## src/rtl/dpram_fifo_if.sv

```systemverilog
// Stream, status and RAM-port signals of the dual-port-RAM FIFO controller.
// The controller takes the slave modport; the environment/RAM side takes master.
interface dpram_fifo_if #(
  parameter int DATA_W = 8,
  parameter int ADDR_W = 4
);
  logic              flush;
  logic              s_valid;
  logic              s_ready;
  logic [DATA_W-1:0] s_data;
  logic              m_valid;
  logic              m_ready;
  logic [DATA_W-1:0] m_data;
  logic [ADDR_W+1:0] count;
  logic              full;
  logic              empty;
  logic [ADDR_W-1:0] ram_addr_a;
  logic [DATA_W-1:0] ram_din_a;
  logic              ram_we_a;
  logic              ram_re_a;
  logic [ADDR_W-1:0] ram_addr_b;
  logic [DATA_W-1:0] ram_din_b;
  logic              ram_we_b;
  logic              ram_re_b;
  logic [DATA_W-1:0] ram_dout_b;

  modport slave (
    input  flush, s_valid, s_data, m_ready, ram_dout_b,
    output s_ready, m_valid, m_data, count, full, empty,
           ram_addr_a, ram_din_a, ram_we_a, ram_re_a,
           ram_addr_b, ram_din_b, ram_we_b, ram_re_b
  );

  modport master (
    output flush, s_valid, s_data, m_ready, ram_dout_b,
    input  s_ready, m_valid, m_data, count, full, empty,
           ram_addr_a, ram_din_a, ram_we_a, ram_re_a,
           ram_addr_b, ram_din_b, ram_we_b, ram_re_b
  );
endinterface

```

## src/rtl/dpram_fifo_ctrl.sv

```systemverilog
// 16-deep stream FIFO controller around a dual-port RAM: port A writes the
// producer stream, port B prefetches into a 2-entry output queue.
module dpram_fifo_ctrl #(
  parameter int DATA_W = 8,
  parameter int ADDR_W = 4,
  parameter int DEPTH  = 2**ADDR_W
) (
  input  logic         clk,
  input  logic         rst,
  dpram_fifo_if.slave  bus
);

  localparam int CNT_W = ADDR_W + 1;
  localparam int OUT_W = ADDR_W + 2;

  logic [ADDR_W-1:0]      wr_ptr_q, wr_ptr_d;
  logic [ADDR_W-1:0]      rd_ptr_q, rd_ptr_d;
  logic [CNT_W-1:0]       mem_cnt_q, mem_cnt_d;
  logic                   inflight_q, inflight_d;
  logic [1:0][DATA_W-1:0] oq_q, oq_d;
  logic [1:0]             oq_cnt_q, oq_cnt_d;

  logic       s_ready_c, m_valid_c;
  logic       push, pop, fetch;
  logic [2:0] oq_claim;
  logic [1:0] oq_cnt_shift;

  always_comb begin
    s_ready_c = !rst && (mem_cnt_q != CNT_W'(DEPTH));
    m_valid_c = (oq_cnt_q != 2'd0);
    push      = bus.s_valid && s_ready_c && !bus.flush;
    pop       = m_valid_c && bus.m_ready;
    // Queue slots already owned by held or in-flight words, net of this pop.
    oq_claim  = 3'(oq_cnt_q) + 3'(inflight_q) - 3'(pop);
    fetch     = !rst && !bus.flush && (mem_cnt_q != '0) && (oq_claim < 3'd2);
  end

  always_comb begin
    wr_ptr_d     = wr_ptr_q;
    rd_ptr_d     = rd_ptr_q;
    mem_cnt_d    = mem_cnt_q;
    inflight_d   = inflight_q;
    oq_d         = oq_q;
    oq_cnt_d     = oq_cnt_q;
    oq_cnt_shift = oq_cnt_q;
    if (bus.flush) begin
      wr_ptr_d   = '0;
      rd_ptr_d   = '0;
      mem_cnt_d  = '0;
      inflight_d = 1'b0;
      oq_cnt_d   = '0;
    end else begin
      wr_ptr_d   = wr_ptr_q + ADDR_W'(push);
      rd_ptr_d   = rd_ptr_q + ADDR_W'(fetch);
      mem_cnt_d  = mem_cnt_q + CNT_W'(push) - CNT_W'(fetch);
      inflight_d = fetch;
      if (pop) begin
        oq_d[0]      = oq_q[1];
        oq_cnt_shift = oq_cnt_q - 2'd1;
      end
      // Returning RAM word lands behind whatever survives the pop.
      if (inflight_q) begin
        if (oq_cnt_shift == 2'd0) oq_d[0] = bus.ram_dout_b;
        else                      oq_d[1] = bus.ram_dout_b;
        oq_cnt_d = oq_cnt_shift + 2'd1;
      end else begin
        oq_cnt_d = oq_cnt_shift;
      end
    end
  end

  always_ff @(posedge clk or posedge rst) begin
    if (rst) begin
      wr_ptr_q   <= '0;
      rd_ptr_q   <= '0;
      mem_cnt_q  <= '0;
      inflight_q <= 1'b0;
      oq_q       <= '0;
      oq_cnt_q   <= '0;
    end else begin
      wr_ptr_q   <= wr_ptr_d;
      rd_ptr_q   <= rd_ptr_d;
      mem_cnt_q  <= mem_cnt_d;
      inflight_q <= inflight_d;
      oq_q       <= oq_d;
      oq_cnt_q   <= oq_cnt_d;
    end
  end

  assign bus.s_ready    = s_ready_c;
  assign bus.m_valid    = m_valid_c;
  assign bus.m_data     = oq_q[0];
  assign bus.count      = OUT_W'(mem_cnt_q) + OUT_W'(inflight_q) + OUT_W'(oq_cnt_q);
  assign bus.full       = (mem_cnt_q == CNT_W'(DEPTH));
  assign bus.empty      = (mem_cnt_q == '0) && !inflight_q && (oq_cnt_q == 2'd0);
  assign bus.ram_addr_a = wr_ptr_q;
  assign bus.ram_din_a  = bus.s_data;
  assign bus.ram_we_a   = push;
  assign bus.ram_re_a   = 1'b0;
  assign bus.ram_addr_b = rd_ptr_q;
  assign bus.ram_din_b  = '0;
  assign bus.ram_we_b   = 1'b0;
  assign bus.ram_re_b   = fetch;

endmodule

```

## src/flat_wrapper.sv

```systemverilog
// flat-port wrapper written by rule: the top's interface ports become plain ports
module dpram_fifo_ctrl_flat 
#(
  parameter int DATA_W = 8,
  parameter int ADDR_W = 4,
  parameter int DEPTH  = 2**ADDR_W
)
  (clk, rst, bus_flush, bus_s_valid, bus_s_data, bus_m_ready, bus_ram_dout_b, bus_s_ready, bus_m_valid, bus_m_data, bus_count, bus_full, bus_empty, bus_ram_addr_a, bus_ram_din_a, bus_ram_we_a, bus_ram_re_a, bus_ram_addr_b, bus_ram_din_b, bus_ram_we_b, bus_ram_re_b);
  dpram_fifo_if #(.DATA_W(DATA_W), .ADDR_W(ADDR_W)) bus_i ();
  input  logic clk;
  input  logic rst;
  input wire logic [$bits(bus_i.flush)-1:0] bus_flush;
  input wire logic [$bits(bus_i.s_valid)-1:0] bus_s_valid;
  input wire logic [$bits(bus_i.s_data)-1:0] bus_s_data;
  input wire logic [$bits(bus_i.m_ready)-1:0] bus_m_ready;
  input wire logic [$bits(bus_i.ram_dout_b)-1:0] bus_ram_dout_b;
  output wire logic [$bits(bus_i.s_ready)-1:0] bus_s_ready;
  output wire logic [$bits(bus_i.m_valid)-1:0] bus_m_valid;
  output wire logic [$bits(bus_i.m_data)-1:0] bus_m_data;
  output wire logic [$bits(bus_i.count)-1:0] bus_count;
  output wire logic [$bits(bus_i.full)-1:0] bus_full;
  output wire logic [$bits(bus_i.empty)-1:0] bus_empty;
  output wire logic [$bits(bus_i.ram_addr_a)-1:0] bus_ram_addr_a;
  output wire logic [$bits(bus_i.ram_din_a)-1:0] bus_ram_din_a;
  output wire logic [$bits(bus_i.ram_we_a)-1:0] bus_ram_we_a;
  output wire logic [$bits(bus_i.ram_re_a)-1:0] bus_ram_re_a;
  output wire logic [$bits(bus_i.ram_addr_b)-1:0] bus_ram_addr_b;
  output wire logic [$bits(bus_i.ram_din_b)-1:0] bus_ram_din_b;
  output wire logic [$bits(bus_i.ram_we_b)-1:0] bus_ram_we_b;
  output wire logic [$bits(bus_i.ram_re_b)-1:0] bus_ram_re_b;
  assign bus_i.flush = bus_flush;
  assign bus_i.s_valid = bus_s_valid;
  assign bus_i.s_data = bus_s_data;
  assign bus_i.m_ready = bus_m_ready;
  assign bus_i.ram_dout_b = bus_ram_dout_b;
  assign bus_s_ready = bus_i.s_ready;
  assign bus_m_valid = bus_i.m_valid;
  assign bus_m_data = bus_i.m_data;
  assign bus_count = bus_i.count;
  assign bus_full = bus_i.full;
  assign bus_empty = bus_i.empty;
  assign bus_ram_addr_a = bus_i.ram_addr_a;
  assign bus_ram_din_a = bus_i.ram_din_a;
  assign bus_ram_we_a = bus_i.ram_we_a;
  assign bus_ram_re_a = bus_i.ram_re_a;
  assign bus_ram_addr_b = bus_i.ram_addr_b;
  assign bus_ram_din_b = bus_i.ram_din_b;
  assign bus_ram_we_b = bus_i.ram_we_b;
  assign bus_ram_re_b = bus_i.ram_re_b;
  dpram_fifo_ctrl #(.DATA_W(DATA_W), .ADDR_W(ADDR_W), .DEPTH(DEPTH)) u_core (.clk(clk), .rst(rst), .bus(bus_i));
endmodule
```

## config.mk

```make
export PLATFORM = sky130hd
export DESIGN_NAME = dpram_fifo_ctrl_flat
export DESIGN_NICKNAME = d
export VERILOG_FILES = /design/src/rtl/dpram_fifo_if.sv /design/src/rtl/dpram_fifo_ctrl.sv /design/src/flat_wrapper.sv
export SDC_FILE = /design/constraint.sdc
export NUM_CORES = 1
export LEC_CHECK = 0
export BUFFER_PORTS_ARGS = -buffer_cell sky130_fd_sc_hd__buf_2
export CORE_UTILIZATION = 33
export CTS_CLUSTER_SIZE = 25
export DETAILED_ROUTE_END_ITERATION = 10
export PLACE_DENSITY = 0.54
export SYNTH_ARGS = -nofsm -noshare
export SYNTH_HDL_FRONTEND = slang
export SYNTH_SLANG_ARGS = --single-unit
```

## constraint.sdc

```tcl
create_clock -name clk -period 10.1 [get_ports clk]
set_input_delay 1.515 -clock clk [delete_from_list [all_inputs] [get_ports clk]]
set_output_delay 1.515 -clock clk [all_outputs]
set_load 0.01 [all_outputs]
```

### After elaboration in Yosys (flattened, before gate mapping)

Index checks and enable logic that the tools add are counted.

* flip-flop bits (word level): 32
* word-level logic and storage cells: 51

* reductions and logical operators: 18
* muxes and demuxes: 11
* equality and inequality tests: 2
* add/subtract/negate cells: 10
* bitwise operators: 2
* $lt $le $gt $ge: 1

Operators by type and width (count)
* two-way mux 8 bit: 3
* logical AND 1 bit: 9
* adder 4 x 1 -> 4 bit: 2
* two-way mux 2 bit: 4
* two-way mux 4 bit: 2
* adder 5 x 1 -> 6 bit: 1
* adder 6 x 2 -> 6 bit: 1
* adder 5 x 1 -> 5 bit: 1
* == test 5 bit (second input constant): 1
* zero test 5 bit: 1
* two-way mux 5 bit: 1
* inequality test 5 bit (second input constant): 1
* nonzero test 5 bit: 1
* subtractor 5 x 1 -> 5 bit: 1
* zero test 2 bit: 2
* adder 2 x 1 -> 3 bit: 1
* zero test 1 bit: 3
* less-than comparator 3 x 2 -> 1 bit (second input constant): 1
* AND reduction 3 bit: 1
* subtractor 3 x 1 -> 3 bit: 1
* adder 2 x 1 -> 2 bit (second input constant): 1
* inverter 1 bit: 2
* nonzero test 2 bit: 1
* subtractor 2 x 1 -> 2 bit (second input constant): 1
* two-way mux 1 bit: 1

### Logic depth before layout (Yosys ltp)

Gate-level depths: netlist of the first run.

* depth in word-level cells: 7
* depth in mapped cells: 17

### Worst setup path after synthesis of the first run

No wires, ideal clock.

* path type: input port to flip-flop
* start point: in bus_m_ready
* end point: reg u_core.mem_cnt_q[4]
* path buffers: 0
* data arrival time: 4327 ps
* cell stages on the path: 15
* path slack: 5648 ps
* path through: nand2b_4 -> inv_1 -> ha_1 -> nand2b_1 -> fa_1 -> xnor2_1 -> and4_1 -> ha_1 -> inv_1 -> ha_1 -> inv_1 -> fa_1 -> nand2b_1 -> a21oi_1 -> mux2_2

* longest elaborated chain between the ends: 6

RTL lines
* start: declaration: line flat_wrapper.sv:15 `input wire logic [$bits(bus_i.m_ready)-1:0] bus_m_ready;`
* logical AND 1 bit: line dpram_fifo_ctrl.sv:32 `pop = m_valid_c && bus.m_ready;`
* subtractor 3 x 1 -> 3 bit: line dpram_fifo_ctrl.sv:34 `oq_claim = 3'(oq_cnt_q) + 3'(inflight_q) - 3'(pop);`
* less-than comparator 3 x 2 -> 1 bit: line dpram_fifo_ctrl.sv:35 `fetch = !rst && !bus.flush && (mem_cnt_q != '0) && (oq_claim < 3'd2);`
* logical AND 1 bit: line dpram_fifo_ctrl.sv:35
* net bus_ram_re_b: line flat_wrapper.sv:30 `output wire logic [$bits(bus_i.ram_re_b)-1:0] bus_ram_re_b;`
* subtractor 5 x 1 -> 5 bit: line dpram_fifo_ctrl.sv:55 `mem_cnt_d = mem_cnt_q + CNT_W'(push) - CNT_W'(fetch);`
* two-way mux 5 bit: line dpram_fifo_ctrl.sv:46 `if (bus.flush) begin`
* net u_core.mem_cnt_d[4]: line dpram_fifo_ctrl.sv:18 `logic [CNT_W-1:0] mem_cnt_q, mem_cnt_d;`
* end signal: assignment: line dpram_fifo_ctrl.sv:83 `mem_cnt_q <= mem_cnt_d;`
* end: declaration: line dpram_fifo_ctrl.sv:18

The timed path passes the listed nets, and every way through them passes these cells.
A chain may end at the register's enable or synchronous reset.

### Final worst setup path of the first run

* start point: in bus_m_ready
* end point: out bus_ram_re_b

* longest elaborated chain between the ends: 4

RTL lines (line)
* logical AND 1 bit: dpram_fifo_ctrl.sv:32
* subtractor 3 x 1 -> 3 bit: dpram_fifo_ctrl.sv:34
* less-than comparator 3 x 2 -> 1 bit: dpram_fifo_ctrl.sv:35
* logical AND 1 bit: dpram_fifo_ctrl.sv:35
* end: declaration: flat_wrapper.sv:30

Every way passes these cells.

==> results.md, run 1 <==
Setup path:
- For the worst setup path, the data required time is about 8.6 ns.
- The signal on the critical path passes through buf_2, nand2b_4, inv_1, ha_1, nand2b_1, fa_1, xnor2_1, and4_1, buf_2.
- The longest individual stage delay on the worst path is 0.38 ns.
- The largest fanout on the critical path is 14.
- The data arrival time of the critical path is 3.30 ns.
- The total buffers and inverters traversed by the critical path is 3.
- The cell type of the slowest stage on the worst timing path is sky130_fd_sc_hd__fa_1.
- The worst setup path is of the in -> out kind.
- Grouping stages by cell kind, the critical path spends the most delay in adder cells.
- The most numerous cell type found on the critical path is sky130_fd_sc_hd__buf_2.
- Across all register-to-register paths, the minimum setup slack is 6.08 ns.
- STA classifies the critical path startpoint as a primary input.
- STA classifies the critical path endpoint as an output pin.

Route:
- The number of DRC violations after detailed routing is 0.
- The count of routing violations after the opening detailed-route iteration is 65.
- The final route contains between 1000 and 1500 vias.
- Wire segments on met2 add up to ~1800 µm in the final route.
- The total wirelength of the detailed-routed design is 3912 µm.
- The post-detailed-route via-to-cell ratio is roughly 4.6.
- The highest metal layer carrying signal wires in the routed design is met4.
- In the final routing, the length of wire on met1 measures between 1500 and 2000 µm.
- For this run, the detailed router's first-pass iteration total came to 4.
- The wire length per cell is around 13 µm.
- In this run the remaining antenna-violating nets after routing total 0.
- The routed length on met3 is 228 µm.

Clock network:
- The later pin in the worst-skew pair is clocked with a latency of between 0.2 and 0.3 ns.
- The clock transition at the registers of the reported paths is roughly 0.060 ns.
- The maximum count of clock buffers along a single path is 2.
- Counting the buffers created by CTS gives 5.
- The post-CTS setup buffer count is 0.
- The cell at the root of the clock tree is sky130_fd_sc_hd__clkbuf_8.
- The clock drives 32 sinks.
- The level count of the clock H-tree is 2.
- The clock tree from TritonCTS is built.
- The total of hold buffers inserted after clock tree synthesis is 0.
- The number of cells upsized or downsized after cts is 0.

Floorplan:
- The I/O pin total is 67.
- For this configuration, the core starts out at a cell density of between 30 and 40%.
- The core region is 5991 µm².
- Measured along the y axis, the die boundary spans roughly 80 µm.
- The die area is between 6000 and 7000 µm².
- From left edge to right edge, the die measures between 80 and 90 µm.
- The number of placement rows is 28.

Synth:
- Yosys instantiated no cell more often than sky130_fd_sc_hd__dfrtp_1.
- The gate count of the mapped netlist is 200.
- The share of the Yosys chip area taken by registers is between 30% and 40%.
- The post-synthesis area per instance is about 10 µm².
- The distinct cell type count after synthesis is 33.
- Of all cell types, the one taking the most synthesized area is sky130_fd_sc_hd__dfrtp_1.
- Yosys mapped a number of flops with a built-in enable equal to 0.
- By area the synthesized netlist is led by sky130_fd_sc_hd__dfrtp_1, sky130_fd_sc_hd__ha_1, sky130_fd_sc_hd__buf_4, sky130_fd_sc_hd__mux2_2, sky130_fd_sc_hd__fa_1.
- The synthesized design contains 32 register bits.
- Ranked by instance count, the synthesized netlist is headed by sky130_fd_sc_hd__dfrtp_1, sky130_fd_sc_hd__buf_4, sky130_fd_sc_hd__ha_1, sky130_fd_sc_hd__inv_1, sky130_fd_sc_hd__nor2_1.
- Counting flops with an async set or reset pin after synthesis yields a share of 100.0%.
- The leading register cell type out of synthesis is sky130_fd_sc_hd__dfrtp_1.
- The area share of the largest cell type after synthesis is 38.60%.
- The count of synthesis-stage warnings from yosys is 0.
- The post-synthesis instance area is a little over 2000 µm².

Final layout:
- At the end of the flow, the number of nets in the layout was 265.
- The area growth from synthesis to final layout is 9.530%.
- The share of layout cells above drive strength 1 is 27.56%.
- Cells fill 37.93% of the core in the end.
- Excluding fillers, the count of instances in the completed layout stands at 300.
- Once layout is done, the placed cells without fillers occupy approximately 2300 µm².
- 0 antenna diodes ended up in the layout.

Power:
- The cell leakage power is approximately 1.1 nW.
- VDD sags by at most ~0.11 mV.
- The total power divided by cell area is ~270 nW/µm².

Placement:
- At the end of routability-driven placement, the weighted congestion stood at roughly 0.73.
- The HPWL after detailed placement is 2898 µm.
- The cell area after placement is around 2200 µm².
- Once placement completed, the tool counted placed cells totaling between 200 and 300.
- Timing analysis after detailed placement gives a worst setup slack of between 5 and 6 ns.
- Input and output buffers added on the ports amount to 40.

Timing:
- Setup repair after global routing left no endpoint under its margin.
- The number of endpoints failing setup at the final stage is 0.
- For the final routed database, the setup TNS stands at 0 ns.
- The max-slew headroom at the worst pin is 61.18%.
- For the finished layout, the period the worst path requires is 4.814 ns.
- Once routing completed, OpenROAD measured the worst setup slack at 5.286 ns.
- For this run, the top clock speed supported by timing is roughly 210 MHz.
- The transition time at the pin with the least slew margin is slightly below 0.6 ns.
- The final count of hold timing violations came to 0.
- Of the available clock period, the critical path in the final layout requires between 40 and 50%.
- The largest clock skew in the final design is roughly 0.0064 ns.
- The max-slew violation total from the final report was 0.

GRT:
- The number of antenna violations at the first check in global routing is 0.
- The global route total overflow is 0.
- The first global-routing pass estimated ~6600 µm of wire.
- Global routing used approximately an eighth of the available tracks.
- The number of global-route vias before repair is between 1000 and 1500.
- The pin count of the biggest net entering global routing is 33.

Worst hold path:
- The class of the tightest hold or removal check is reg -> reg.

Job:
- The max-capacitance violation count is 0.

Outcome:
- The flow ran to the end, and the final reports show no timing, DRC or antenna violations.
where the power goes:
part	total [mW]	switching [mW]	internal [mW]
clock network	0.0997	0.0442	0.0555
logic	0.305	0.158	0.147
registers	0.216	0.0399	0.176
metrics by stage:
stage          hold slack [ns]  total power [mW]
2_1_floorplan           0.4613            0.4655
3_3_place_gp            0.4896            0.5242
3_5_place_dp            0.4998            0.5300
4_1_cts                 0.5139            0.6332
5_1_grt                 0.5282            0.6816
6_report                0.5083            0.6203
state kept, by name, summed over array words and instances, names as in the netlist:
register               cells
u_core.bus.m_data          8
u_core.inflight_q          1
u_core.bus.ram_addr_b      4
u_core.mem_cnt_q           5
u_core.oq_cnt_q            2
u_core.oq_q                8
u_core.bus.ram_addr_a      4
final cells by class:
type / count / area [µm²]
sequential: 32 / 800.8
timing repair buffer: 41 / 207.7
clock buffer: 8 / 90.09
multi-input combinational: 127 / 1016
inverter: 17 / 63.81
tap: 75 / 93.84
fill: 603 / 3719
cell usage in the layout, fill, tap and decap left out, types with 2 or more instances in the layout:
master / netlist / layout
sky130_fd_sc_hd__buf_2: 5 / 40
sky130_fd_sc_hd__dfrtp_1: 32 / 32
sky130_fd_sc_hd__inv_1: 16 / 16
sky130_fd_sc_hd__nor2_1: 16 / 16
sky130_fd_sc_hd__ha_1: 16 / 16
sky130_fd_sc_hd__mux2_2: 10 / 10
sky130_fd_sc_hd__conb_1: 1 / 10
sky130_fd_sc_hd__nand3b_1: 9 / 9
sky130_fd_sc_hd__nor2b_1: 8 / 8
sky130_fd_sc_hd__o31a_1: 8 / 8
sky130_fd_sc_hd__o22a_1: 8 / 8
sky130_fd_sc_hd__nand3_1: 6 / 6
sky130_fd_sc_hd__xnor2_1: 6 / 6
sky130_fd_sc_hd__clkbuf_8: 0 / 6
sky130_fd_sc_hd__xor2_1: 4 / 4
sky130_fd_sc_hd__a21oi_1: 4 / 4
sky130_fd_sc_hd__fa_1: 4 / 4
sky130_fd_sc_hd__nand2_1: 3 / 3
sky130_fd_sc_hd__nand2b_1: 3 / 3
sky130_fd_sc_hd__and4_1: 2 / 2
sky130_fd_sc_hd__clkbuf_1: 1 / 2
kinds of logic after synthesis:
logic type,count (synthesis),share of synthesized area [%]
AOI/OAI and AO/OA,24,9.108
xor gates and xnor gates,10,4.222
adders and majority gates,20,13.51
buffers and inverters,50,14.05
DFF,32,38.60
muxes,10,5.428
other,1,0.1808
and+or+nand+nor,53,14.90
routing by layer:
layer / GRT usage (%) / up-vias
li1: - / 681
met1: 17.09 / 658
met2: 21.83 / 41
met3: 3.371 / 9
met4: 3.929 / 0
met5: 0 / -
path summary, 6_finish.rpt:
| path | depth (start not counted) | from | endpoint |
|---|---|---|---|
| min in group asynchronous | 3 | rst | u_core.mem_cnt_q[3] |
| max | 9 | bus_m_ready | bus_ram_re_b |
| max in group asynchronous | 3 | rst | u_core.bus.m_data[0] |
| max reg2reg | 17 | u_core.oq_cnt_q[1] | u_core.mem_cnt_q[4] |
| min reg2reg | 1 | u_core.bus.m_data[0] | u_core.bus.m_data[0] |
| min | 1 | u_core.bus.m_data[0] | u_core.bus.m_data[0] |
No activity file was read; power rests on OpenSTA's default activity.
==> run 2, diff against run 1 <==
==> constraint.sdc (replaced) <==
create_clock -name clk -period 4.9 [get_ports clk]
set_input_delay 0.735 -clock clk [delete_from_list [all_inputs] [get_ports clk]]
set_output_delay 0.735 -clock clk [all_outputs]
set_load 0.01 [all_outputs]
==> run 2 against run 1 <==
Clock skew shrank 0.0017 ns. Flip-flop and latch count unchanged. Count of clock-buffer cells in the layout fell by 2. Clock power is 94% higher. Highest routed layer unchanged. Critical path depth is 8 higher. Cell area decreased by 0.55%.
==> results.md, run 2 (same netlist as run 1, synthesis figures left out) <==
Final layout:
- The layout filler cell count was 631 (was 603).
- The area growth from synthesis to final layout is 8.927% (was 9.530%).
- The number of nets in the final layout is 265 (unchanged).
- The share of layout cells above drive strength 1 is 27.68% (was 27.56%).
- The finished layout cell area is 2260 µm² (was 2272 µm²).
- Most frequent cells in the layout: sky130_fd_sc_hd__buf_2, sky130_fd_sc_hd__dfrtp_1, sky130_fd_sc_hd__inv_1, sky130_fd_sc_hd__nor2_1, sky130_fd_sc_hd__ha_1 (unchanged).
- The most frequent standard cell in the layout excluding fill and tap cells is sky130_fd_sc_hd__buf_2 (unchanged).
- The antenna diode count came to 0 (unchanged).
- The final core utilization was 37.72% (was 37.93%).

Setup path:
- The number of cells on the critical path came to 17 (was 9).
- The cell type of the slowest stage on the worst timing path is sky130_fd_sc_hd__dfrtp_1 (was sky130_fd_sc_hd__fa_1).
- The largest fanout on the critical path is 14 (unchanged).
- The total buffers and inverters traversed by the critical path is 4 (was 3).
- The internal reg-to-reg setup slack came to 0.91 ns (was 6.08 ns).
- The element type at the critical path end is a flip-flop (was output pin).
- The origin of the worst setup path is u_core.oq_cnt_q[1] (was bus_m_ready).
- The critical path's top delay family is adder cells (unchanged).
- The destination of the critical timing path is u_core.mem_cnt_q[4] (was bus_ram_re_b).
- The kind of launch point of the worst setup path is a flip-flop (was primary input).
- The depth of the worst register-to-register path is 17 (unchanged).
- The reg-to-reg critical path endpoint is u_core.mem_cnt_q[4] (unchanged).
- The worst endpoint required time is 5.07 ns (was 8.59 ns).
- Series of cell instances along the critical path: inv_1, ha_1, nand2b_4, inv_1, ha_1, nand2b_1, fa_1, xnor2_1, and4_1, ha_1, inv_1, ha_1, inv_1, fa_1, nand2b_1, a21oi_1, mux2_2 (was buf_2, nand2b_4, inv_1, ha_1, nand2b_1, fa_1, xnor2_1, and4_1, buf_2).
- The longest individual stage delay on the worst path is 0.52 ns (was 0.38 ns).
- The type of the setup path with the least slack is reg -> reg (was in -> out).
- The startpoint of the worst-slack reg-to-reg timing path is u_core.oq_cnt_q[1] (unchanged).
- The data arrival time of the critical path came to 4.16 ns (was 3.30 ns).

Floorplan:
- The die area was 6607 µm² (unchanged).
- The I/O pin total was 67 (unchanged).
- The overall die height is 81.29 µm (unchanged).
- The floorplan die width is 81.29 µm (unchanged).
- The core box area was 5991 µm² (unchanged).
- The starting density of the core is 34.63% (unchanged).
- The number of placement rows was 28 (unchanged).

Placement:
- The final weighted congestion in routability-driven placement is 0.7510 (was 0.7330).
- The HPWL after detailed placement is 2866 µm (was 2898 µm).
- The port buffer count is 40 (unchanged).
- The cell area after placement is 2182 µm² (unchanged).

Worst hold path:
- The class of the tightest hold or removal check is reg -> reg (unchanged).
- The startpoint of the most critical hold path was u_core.bus.m_data[0] (unchanged).

Clock network:
- The number of clock buffers inserted by TritonCTS is 5 (unchanged).
- The clock transition at the registers of the reported paths was 0.07 ns (was 0.06 ns).
- The clock sink count was 32 (unchanged).
- The clock tree from TritonCTS is built (unchanged).
- The total of hold buffers inserted after clock tree synthesis came to 0 (unchanged).
- The post-CTS setup buffer count was 0 (unchanged).
- The level count of the clock H-tree is 2 (unchanged).
- The worst-skew pair later-pin latency is 0.28 ns (was 0.27 ns).
- The number of cells upsized or downsized after cts was 0 (unchanged).
- The maximum count of clock buffers along a single path came to 2 (unchanged).
- The cell at the root of the clock tree was sky130_fd_sc_hd__clkbuf_8 (unchanged).

Route:
- The total via count after detailed routing is 1396 (was 1389).
- The number of DRC violations after detailed routing is 0 (unchanged).
- The count of nets left with antenna violations after detail routing is 0 (unchanged).
- The number of optimization iterations in the first detailed-route pass was 4 (unchanged).
- The count of routing violations after the opening detailed-route iteration is 41 (was 65).
- The total wirelength of the detailed-routed design came to 3920 µm (was 3912 µm).
- The post-detailed-route via-to-cell ratio was 4.669 (was 4.630).
- The wire length per cell is 13.11 µm (was 13.04 µm).

GRT:
- The pin count of the biggest net entering global routing is 33 (unchanged).
- The overall fraction of global-route tracks in use came to 13.36% (was 13.29%).
- The global route total overflow is 0 (unchanged).
- The global-route wire length before repair is 6637 µm (was 6617 µm).
- The number of antenna violations at the first check in global routing is 0 (unchanged).
- The number of global-route vias before repair is 1375 (was 1428).

Power:
- The total power divided by cell area is 559.5 nW/µm² (was 273.0 nW/µm²).
- The maximum VDD drop is 0.2556 mV (was 0.1079 mV).
- The cell leakage power is 1.131 nW (was 1.136 nW).
- The total design power was 1.264 mW (was 0.6203 mW).

Timing:
- The transition time at the pin with the least slew margin is 0.5782 ns (was 0.5823 ns).
- The largest clock skew in the final design is 0.004734 ns (was 0.006396 ns).
- Based on the critical path, the design can be clocked at up to about 250 MHz.
- The final critical-path share of the clock period is 81.43%.
- The number of endpoints failing setup at the final stage came to 0 (unchanged).
- The final count of hold timing violations came to 0 (unchanged).
- The max-slew headroom at the worst pin was 61.45% (was 61.18%).
- The sum of negative setup slack is 0 ns (unchanged).
- The max-slew violation total from the final report was 0 (unchanged).
- RSZ-0062 raised after global routing: no (unchanged).
- The minimum clock period after layout is ~4 ns.

Job:
- The max-capacitance violation count is 0 (unchanged).

Outcome:
- Result of the run: finished clean (unchanged).
-- run 2: cell types whose count changed in the layout (fill, tap and decap cells not counted), sizes merged --
cell	change
clkinv	+1
clkbuf	-2
-- run 2: how the worst min path moves through the flow --
stage,to,cells after the start
global placement,u_core.bus.m_data[0],1
detailed placement,u_core.bus.m_data[0],1
CTS,u_core.bus.m_data[0],1
global route,u_core.bus.m_data[0],1
floorplan,u_core.bus.m_data[0],1
finish,u_core.bus.m_data[0],1
-- run 2: routing by layer --
| layer | global-route usage [%] | wire length (µm) | vias up |
|---|---|---|---|
| met5 | 0 | 0 | - |
| met3 | 3.596 | 179 | 9 |
| met2 | 21.42 | 1810 | 36 |
| li1 | - | - | 679 |
| met4 | 4.821 | 48 | 0 |
| met1 | 17.14 | 1881 | 672 |
-- run 2: area by class of cell --
type	count	area [µm²]	area share (%)
clock buffer	6	72.57	3.212
multi-input combinational	127	1016	44.96
sequential	32	800.8	35.44
timing repair buffer	41	207.7	9.192
clock inverter	1	5.005	0.2215
inverter	17	63.81	2.824
tap	75	93.84	4.153
-- run 2: power breakdown --
group | switching, mW | total [mW] | internal [mW] | leakage (nW)
sequential | 0.0809 | 0.443 | 0.362 | 0.408
clock | 0.0964 | 0.193 | 0.0965 | 0.0410
combinational | 0.324 | 0.628 | 0.304 | 0.682
-- run 2: through the flow --
stage	setup WS, ns	hold WS, ns	instances
after global routing	0.6579	0.5146	299
after floorplan	1.169	0.4613	209
after detailed placement	0.8629	0.4908	292
final	0.9100	0.4970	299
after global placement	0.9598	0.4867	292
after CTS	0.8684	0.5066	299
